==> config.mk <==
export PLATFORM = sky130hd
export DESIGN_NAME = mem_arbiter
export DESIGN_NICKNAME = d
export VERILOG_FILES = /design/src/rtl/mem_arbiter.sv
export SDC_FILE = /design/constraint.sdc
export NUM_CORES = 1
export LEC_CHECK = 0
export BUFFER_PORTS_ARGS = -buffer_cell sky130_fd_sc_hd__buf_2
export CAP_MARGIN = 10
export CORE_MARGIN = 8
export CORE_UTILIZATION = 46
export CTS_BUF_LIST = sky130_fd_sc_hd__clkbuf_4 sky130_fd_sc_hd__clkbuf_8 sky130_fd_sc_hd__clkbuf_16
export CTS_CLUSTER_SIZE = 25
export DETAILED_ROUTE_END_ITERATION = 16
export PLACE_DENSITY = 0.88
export SETUP_SLACK_MARGIN = 0.2
export SLEW_MARGIN = 20
export SYNTH_ARGS = -nofsm -noshare
export SYNTH_HDL_FRONTEND = slang
export SYNTH_SLANG_ARGS = --single-unit
==> constraint.sdc <==
create_clock -name clk -period 2.1 [get_ports clk]
set_clock_uncertainty 0.2 [all_clocks]
set_input_delay 0.42 -clock clk [delete_from_list [all_inputs] [get_ports clk]]
set_output_delay 0.42 -clock clk [all_outputs]
set_load 0.01 [all_outputs]
==> src/rtl/mem_arbiter.sv <==
// Two-requester arbiter/sequencer for a single registered 8-bit memory port.
// Fetch is read-only; execute may read or write. Grants are made only in IDLE.
module mem_arbiter #(
  parameter int AW = 8,
  parameter int DW = 8,
  parameter int RR = 1
) (
  input  logic          clk,
  input  logic          rst_n,
  input  logic          f_req,
  input  logic [AW-1:0] f_addr,
  output logic          f_ack,
  output logic [DW-1:0] f_rdata,
  input  logic          e_req,
  input  logic          e_we,
  input  logic [AW-1:0] e_addr,
  input  logic [DW-1:0] e_wdata,
  output logic          e_ack,
  output logic [DW-1:0] e_rdata,
  output logic [AW-1:0] mem_addr,
  output logic [DW-1:0] mem_wdata,
  output logic          mem_we,
  input  logic [DW-1:0] mem_rdata,
  output logic          busy
);

  localparam logic [1:0] IDLE   = 2'd0;
  localparam logic [1:0] ACCESS = 2'd1;
  localparam logic [1:0] RDWAIT = 2'd2;
  localparam logic [1:0] ACK    = 2'd3;

  logic [1:0] state;
  logic       owner;     // 1 = execute owns the current transaction
  logic       last;      // 1 = execute was served last
  logic       is_write;
  logic       grant_e;

  // Execute wins if it is alone, or on a tie when round-robin says fetch went last.
  always_comb begin
    grant_e = 1'b0;
    if (e_req && !f_req) begin
      grant_e = 1'b1;
    end else if (e_req && f_req && (RR != 0) && !last) begin
      grant_e = 1'b1;
    end
  end

  always_ff @(posedge clk or negedge rst_n) begin
    if (!rst_n) begin
      state     <= IDLE;
      owner     <= 1'b0;
      last      <= 1'b1;
      is_write  <= 1'b0;
      f_ack     <= 1'b0;
      e_ack     <= 1'b0;
      f_rdata   <= '0;
      e_rdata   <= '0;
      mem_addr  <= '0;
      mem_wdata <= '0;
      mem_we    <= 1'b0;
    end else begin
      f_ack <= 1'b0;
      e_ack <= 1'b0;
      case (state)
        IDLE: begin
          if (f_req || e_req) begin
            state    <= ACCESS;
            owner    <= grant_e;
            last     <= grant_e;
            is_write <= grant_e && e_we;
            mem_addr <= grant_e ? e_addr : f_addr;
            if (grant_e && e_we) begin
              mem_wdata <= e_wdata;
              mem_we    <= 1'b1;
            end
          end
        end
        ACCESS: begin
          mem_we <= 1'b0;
          if (is_write) begin
            state <= ACK;
            e_ack <= 1'b1;
          end else begin
            state <= RDWAIT;
          end
        end
        RDWAIT: begin
          state <= ACK;
          if (owner) begin
            e_rdata <= mem_rdata;
            e_ack   <= 1'b1;
          end else begin
            f_rdata <= mem_rdata;
            f_ack   <= 1'b1;
          end
        end
        ACK: begin
          state <= IDLE;
        end
        default: begin
          state <= IDLE;
        end
      endcase
    end
  end

  assign busy = (state != IDLE);

endmodule

# --- After elaboration in Yosys (flattened, before gate mapping) ---
# Cells that the tools add are included.
classes:
  eq_ne: 5
  n_mux: 14
  bitwise: 1
  n_reduce_logical: 15
op_table:
  columns: ["cell", "n"]
  rows:
  - ["1-bit two-way mux", 9]
  - ["8-bit two-way mux", 1]
  - ["2-bit one-hot mux with 4 select lines", 1]
  - ["2-bit AND reduction", 3]
  - ["3-bit AND reduction", 2]
  - ["2-bit equality test (second input constant)", 2]
  - ["1-bit logical AND", 4]
  - ["2-bit inequality test (second input constant)", 2]
  - ["1-bit one-hot mux with 2 select lines", 2]
  - ["2-bit nonzero test", 2]
  - ["2-bit by 1-bit equality test with 1-bit output (second input constant)", 1]
  - ["1-bit zero test", 2]
  - ["2-bit zero test", 1]
  - ["2-bit two-way mux", 1]
  - ["1-bit logical OR", 1]
  - ["1-bit inverter", 1]
word_totals:
  register_bits: 40
  input_bits: 37
  word_cells: 46

# --- Longest topological paths before layout ---
# Gate-level depths: netlist of the first run.
logic_depth:
  word_depth: 8
  depth_mapped: 6

# --- Least setup slack after synthesis of the first run ---
# OpenSTA, ideal clock, no wires.
synth_path:
  path_type: "reg-to-reg"
  start: "register state[0]"
  end: "register mem_wdata[0]"
  setup_ps: 125
  arrival_ps: 1269
  path_slack_ps: 507
  stages_incl_launch_ff: 6
  period_less_slack_ps: 1593
  path_cell_list: "dfrtp_1 > inv_1 > ha_1 > buf_2 > nand3_2 > mux2_2"
synth_via:
  elab_chain_len: 2
synth_lines:
  columns: ["element", "line", "rtl"]
  rows:
  - ["start, declared", "32", "logic [1:0] state;"]
  - ["start signal, assigned", "50", "state <= IDLE;"]
  - ["start signal, assigned", "67", "state <= ACCESS;"]
  - ["start signal, assigned", "81", "state <= ACK;"]
  - ["2-bit zero test", "64", "case (state)"]
  - ["3-bit AND reduction (no line)", null, null]
  - ["end signal, assigned", "73", "mem_wdata <= e_wdata;"]
  - ["end, declared", "21", "output logic [DW-1:0] mem_wdata,"]
# No other way between the ends.
# A chain may end at the register's enable or synchronous reset.

# --- Worst setup path after layout of the first run ---
layout_path:
  start: "register state[0]"
  end: "output busy"
layout_via:
  elab_chain_len: 1
layout_lines:
  columns: ["element", "line", "rtl"]
  rows:
  - ["2-bit nonzero test", "107", "assign busy = (state != IDLE);"]
  - ["end, declared", "24", "output logic busy"]
# No other way between the ends.

==> impl_metrics.env, run 1 <==
export IMPL_endpoint_kind="output port"
export IMPL_start_kind="flip-flop"
export IMPL_yosysMostFrequentCell="dfrtp_1"
export IMPL_rsz0062_at_grt="false"
export IMPL_gp_congestion=0.8071
export IMPL_synth_common_cells="dfrtp_1 (39), mux2_2 (24), a21oi_1 (17), nand2_1 (15), nor2_1 (9)"
export IMPL_final_area_um2=2205
export IMPL_finalHoldViolCount=0
export IMPL_fill_cells=288
export IMPL_grt_pass1_wl_um=6285
export IMPL_tritoncts="yes"
export IMPL_pin_count=73
export IMPL_drtPass1Iterations=4
export IMPL_grt_util_all_layers=0.1490
export IMPL_total_power_uw=3539
export IMPL_cts_clk_slew_worst_paths_ns=0.13
export IMPL_max_freq_mhz=553.3
export IMPL_cts_buffer_depth=2
export IMPL_slowest_stage="dfrtp_1"
export IMPL_cts_made_buffers=5
export IMPL_synth_edf_count=0
export IMPL_synth_compound_area_frac=0.1065
export IMPL_ys_ff_latch=40
export IMPL_netlist_area_leader_share=0.5977
export IMPL_outcome="finished clean"
export IMPL_antenna_found_initial=0
export IMPL_yosysWarnings=0
export IMPL_syn_to_final_growth_pct=35.02
export IMPL_initialDrtViolationCount=75
export IMPL_synth_top_family_by_area="multiplexers"
export IMPL_fin_crit_ns=1.807
export IMPL_slew_viol_final=0
export IMPL_start_util=0.4855
export IMPL_wl_per_cell_um=15.42
export IMPL_power_leakage_uw=0.001106
export IMPL_worst_slew_pin_slew_ns=0.6708
export IMPL_drive_gt1_frac=0.5425
export IMPL_ir_drop_uv=894.2
export IMPL_cts_root_buffer="clkbuf_4"
export IMPL_portBuffers=72
export IMPL_viasPerCell=5.043
export IMPL_synth_simple_area_share=0.07050
export IMPL_cp_slowest_stage_delay_ns=0.42
export IMPL_avgSynthCellArea_um2=12.37
export IMPL_grt_max_degree=41
export IMPL_hpwl_um=3021
export IMPL_setup_viol=0
export IMPL_cap_violations=0
export IMPL_wirelength_um=3979
export IMPL_synth_net_count=172
export IMPL_dieArea_um2=5712
export IMPL_synthAdderAreaFrac=0.02299
export IMPL_finalCritPeriodShare=0.8607
export IMPL_htree_levels=2
export IMPL_yosysUniqueCellTypes=22
export IMPL_die_w_um=75.58
export IMPL_synth_top_area_cell="dfrtp_1"
export IMPL_slew_limit_headroom=0.5498
export IMPL_power_density_nw_per_um2=1605
export IMPL_fin_nets=251
export IMPL_synth_area_um2=1633
export IMPL_drc=0
export IMPL_fp_dieH_um=75.58
export IMPL_cp_arrival_ns=1.19
export IMPL_rows=21
export IMPL_ant_nets=0
export IMPL_path_cells="inv_2, ha_4, inv_1, buf_2"
export IMPL_synth_area_top_cells="dfrtp_1 (60%), mux2_2 (17%), a21oi_1 (5.2%), nand2_1 (3.4%), ha_1 (2.3%)"
export IMPL_hold_path_class="in2reg"
export IMPL_syn_inst=132
export IMPL_synth_flop_cell="dfrtp_1"
export IMPL_grt_pass1_vias=1350
export IMPL_required_ns=1.48
export IMPL_fin_hold_ws_ns=0.07871
export IMPL_num_antenna_cells=0
export IMPL_overflow=0
export IMPL_critPathKind="reg2out"
export IMPL_postPlaceCellArea_um2=2047
export IMPL_seq_area_frac_synth=0.6138
export IMPL_vias=1301
export IMPL_core_area_um2=3363
export IMPL_setup_tns_ns=0
export IMPL_cp_max_fo=4
export IMPL_synthMuxAreaShare=0.1655
export IMPL_ys_async_sr_fraction=1.000
export IMPL_clk_latency_ns=0.35
export IMPL_synth_xor_area_frac=0
export IMPL_cts_sinks=40
==> state kept, by name, summed over array words and instances, names as in the netlist <==
register   flops
f_ack          1
owner          1
mem_wdata      8
e_ack          1
mem_addr       8
f_rdata        8
is_write       1
last           1
state          2
mem_we         1
e_rdata        8
==> logic make-up after synthesis <==
kind of cell	after synthesis
AOI/OAI and AO/OA	30
adders and majority gates	3
buffers and inverters	8
DFF	40
muxes	24
and+or+nand+nor	27
==> final cells by class <==
type,instances,area [um^2],area share
clock buffer,5,37.54,0.01703
clock inverter,3,90.09,0.04086
inverter,4,15.01,0.006810
multi-input combinational,84,609.3,0.2764
sequential,40,1002,0.4546
tap,46,57.56,0.02611
timing repair buffer,76,392.9,0.1782
==> report_power, final <==
group	internal, uW	switching (uW)
Clock	490	256
Combinational	682	743
Sequential	1160	205
==> final timing paths <==
path	startpoint	end	slack, ns	cells after the start
min in group asynchronous	rst_n	mem_wdata[1]$_DFFE_PN0P_	0.44	3
worst min-delay path	f_addr[3]	mem_addr[3]$_DFFE_PN0P_	0.08	3
worst min register to register	is_write$_DFFE_PN0P_	is_write$_DFFE_PN0P_	0.31	2
worst max register to register	state[0]$_DFFE_PN0P_	state[0]$_DFFE_PN0P_	0.31	6
worst max-delay path	state[0]$_DFFE_PN0P_	busy	0.29	4
max in group asynchronous	rst_n	last$_DFFE_PN1P_	0.91	3
==> metrics by stage <==
stage | setup WS (ns) | instances | util
2_1_floorplan | 0.5067 | 132 | -
3_3_place_gp | 0.2765 | 248 | 0.6086
3_5_place_dp | 0.1998 | 248 | 0.6086
4_1_cts | 0.2450 | 258 | 0.6555
5_1_grt | 0.2344 | 258 | 0.6555
6_report | 0.2925 | 258 | 0.6555
==> repair_timing <==
action                                 CTS  global route
hold buffers                             1             0
pin swaps                                1             0
endpoints found under the hold margin   39             0
buffers inserted                         1             0
setup endpoints to repair                2             3
resized for setup                        3             1
==> critical path, delay by kind of cell, from the launching register on <==
family	cells	cell delay, ns
DFF	1	0.42
buffers and inverters	3	0.28
adders and majority gates	1	0.14
==> per-layer routing <==
layer	track usage	wire length [um]
met1	0.1655	1513
met2	0.2560	2203
met3	0.04342	203
met4	0.07036	58
met5	0	0
==> placed cells by master, fill, tap and decap left out, types with 3 or more instances in the layout <==
master	n
dfrtp_1	39
bufinv_16	3
o21ai_0	4
nor2_1	9
mux2_2	24
buf_4	3
nand2_1	15
a21oi_1	17
buf_2	72
clkbuf_4	5
(Power assumes the default switching activity.)
==> run 2, diff against run 1 <==
--- a/config.mk
+++ b/config.mk
@@ -13,6 +13,7 @@
 export CTS_CLUSTER_SIZE = 25
 export DETAILED_ROUTE_END_ITERATION = 16
 export PLACE_DENSITY = 0.88
+export RECOVER_POWER = 100
 export SETUP_SLACK_MARGIN = 0.2
 export SLEW_MARGIN = 20
 export SYNTH_ARGS = -nofsm -noshare
==> run 2 against run 1 <==
Net effect:
- sequential power about the same
- worst hold slack worse by 0.0012 ns
- first-iteration DRC count down 12%
- clock power about the same
- register-to-register slack worse by 0.07 ns
- critical path depth unchanged
- global-route usage unchanged
- die area unchanged
- sequential cell count unchanged
- cell area down 2.7%
- non-clock buffer count unchanged
- via count unchanged
- critical endpoint unchanged
==> impl_metrics.env, run 2 (same netlist as run 1, synthesis figures left out) <==
export IMPL_grt_util_all_layers=0.1490
export IMPL_r2r_cells=6
export IMPL_cts_root_buffer="clkbuf_4"
export IMPL_slowest_stage="dfrtp_1"
export IMPL_grt_max_degree=41
export IMPL_fp_dieH_um=75.58
export IMPL_hold_path_depth=3
export IMPL_slew_limit_headroom=0.3624
export IMPL_htree_levels=2
export IMPL_outcome="finished clean"
export IMPL_place_ws_ns=0.1998
export IMPL_cp_common_cell="inv_1"
export IMPL_slew_viol_final=0
export IMPL_dieArea_um2=5712
export IMPL_wl_per_cell_um=15.52
export IMPL_cap_violations=0
export IMPL_finalHoldViolCount=0
export IMPL_hold_start="f_addr[3]"
export IMPL_drc=0
export IMPL_cts_buffer_depth=2
export IMPL_fin_crit_ns=1.892
export IMPL_cts_sinks=40
export IMPL_regArea_um2=1002
export IMPL_critPathKind="reg2out"
export IMPL_fill_cells=312
export IMPL_final_common_cell="dfrtp_1"
export IMPL_hpwl_um=3021
export IMPL_ant_nets=0
export IMPL_ir_drop_uv=886.1
export IMPL_viasPerCell=5.043
export IMPL_final_cells=258
export IMPL_cp_arrival_ns=1.27
export IMPL_grt_pass1_wl_um=6285
export IMPL_overflow=0
export IMPL_worst_slew_pin_slew_ns=0.9564
export IMPL_gp_congestion=0.8071
export IMPL_syn_to_final_growth_pct=31.34
export IMPL_path_cells="inv_1, ha_1, inv_1, clkbuf_1"
export IMPL_drive_gt1_frac=0.3585
export IMPL_cts_made_buffers=5
export IMPL_reg2reg_slack_ns=0.24
export IMPL_portBuffers=72
export IMPL_drtPass1Iterations=4
export IMPL_multi_input_area_um2=596.8
export IMPL_worstHoldEndpoint="mem_addr[3]$_DFFE_PN0P_"
export IMPL_tritoncts="yes"
export IMPL_cp_max_fo=4
export IMPL_endpoint_kind="output port"
export IMPL_clk_latency_ns=0.35
export IMPL_start_util=0.4855
export IMPL_placedCellCount=248
export IMPL_required_ns=1.48
export IMPL_rsz0062_at_grt="false"
export IMPL_cts_clk_slew_worst_paths_ns=0.13
export IMPL_pin_count=73
export IMPL_rr_endpoint="state[0]$_DFFE_PN0P_"
export IMPL_die_w_um=75.58
export IMPL_rows=21
export IMPL_vias=1301
export IMPL_num_antenna_cells=0
export IMPL_antenna_found_initial=0
export IMPL_final_cell_mix="dfrtp_1 (39), buf_2 (36), clkbuf_1 (36)"
export IMPL_setup_viol=0
export IMPL_hold_path_class="in2reg"
export IMPL_fin_hold_ws_ns=0.07752
export IMPL_initialDrtViolationCount=66
export IMPL_fin_nets=251
export IMPL_start_kind="flip-flop"
export IMPL_cp_slowest_stage_delay_ns=0.38
export IMPL_timing_rr_start="state[0]$_DFFE_PN0P_"
export IMPL_wirelength_um=4003
export IMPL_power_density_nw_per_um2=1595
export IMPL_power_leakage_uw=0.001004
export IMPL_finalCritPeriodShare=0.9007
export IMPL_grt_pass1_vias=1350
export IMPL_setup_ws_ns=0.2085
export IMPL_max_freq_mhz=528.7
export IMPL_core_area_um2=3363
export IMPL_setup_tns_ns=0
export IMPL_total_power_uw=3421
==> run 2: changes by cell type in the layout (fill, tap and decap cells not counted), sizes merged <==
cell,change
buf,-37
clkbuf,+37
==> run 2: power breakdown <==
group	switching, uW	internal [uW]
Combinational	734	570
Sequential	212	1160
Clock	255	490
==> run 2: per-layer routing <==
| metal | vias up | part of all wire | GRT usage | wire, um |
|---|---|---|---|---|
| li1 | 612 | - | - | - |
| met1 | 638 | 0.39 | 0.1655 | 1542 |
| met2 | 45 | 0.54 | 0.2560 | 2181 |
| met3 | 6 | 0.055 | 0.04342 | 220 |
| met4 | 0 | 0.014 | 0.07036 | 58 |
| met5 | - | 0 | 0 | 0 |
==> run 2: through the flow <==
step	instance area, um^2	util
floorplan	1633	-
global placement	2047	0.6086
detailed placement	2047	0.6086
CTS	2205	0.6555
global route	2145	0.6376
finish	2145	0.6376
==> run 2: final cells by class <==
| class | count | area share |
|---|---|---|
| multi-input cells | 84 | 0.2783 |
| flip-flops and latches | 40 | 0.4673 |
| inverters | 4 | 0.007001 |
| clock buffers | 5 | 0.01750 |
| clock inverters | 3 | 0.04201 |
| well taps | 46 | 0.02684 |
| repair buffers | 76 | 0.1610 |
==> run 2: worst max-delay path by stage <==
stage                               from                  endpoint  slack, ns  depth (start not counted)
floorplan           state[0]$_DFFE_PN0P_  mem_wdata[0]$_DFFE_PN0P_       0.51                          5
global placement    state[0]$_DFFE_PN0P_      state[0]$_DFFE_PN0P_       0.28                          5
detailed placement  state[0]$_DFFE_PN0P_      state[0]$_DFFE_PN0P_       0.20                          5
CTS                 state[1]$_DFFE_PN0P_                      busy       0.25                          4
global route        state[0]$_DFFE_PN0P_      state[0]$_DFFE_PN0P_       0.14                          6
finish              state[0]$_DFFE_PN0P_                      busy       0.21                          4
==> run 2: worst max-delay path, delay by kind of cell (launching register included) <==
| family | cells | cell delay, ns |
|---|---|---|
| flip-flops | 1 | 0.38 |
| buffers and inverters | 3 | 0.34 |
| adder cells (fa/ha/maj) | 1 | 0.21 |
==> run 2: timing repair <==
item,in CTS,in global routing
hold endpoints to repair,39,0
pin swaps,1,0
buffers inserted,1,0
hold buffers,1,0
endpoints found under the setup margin,2,3
resized for setup,3,1
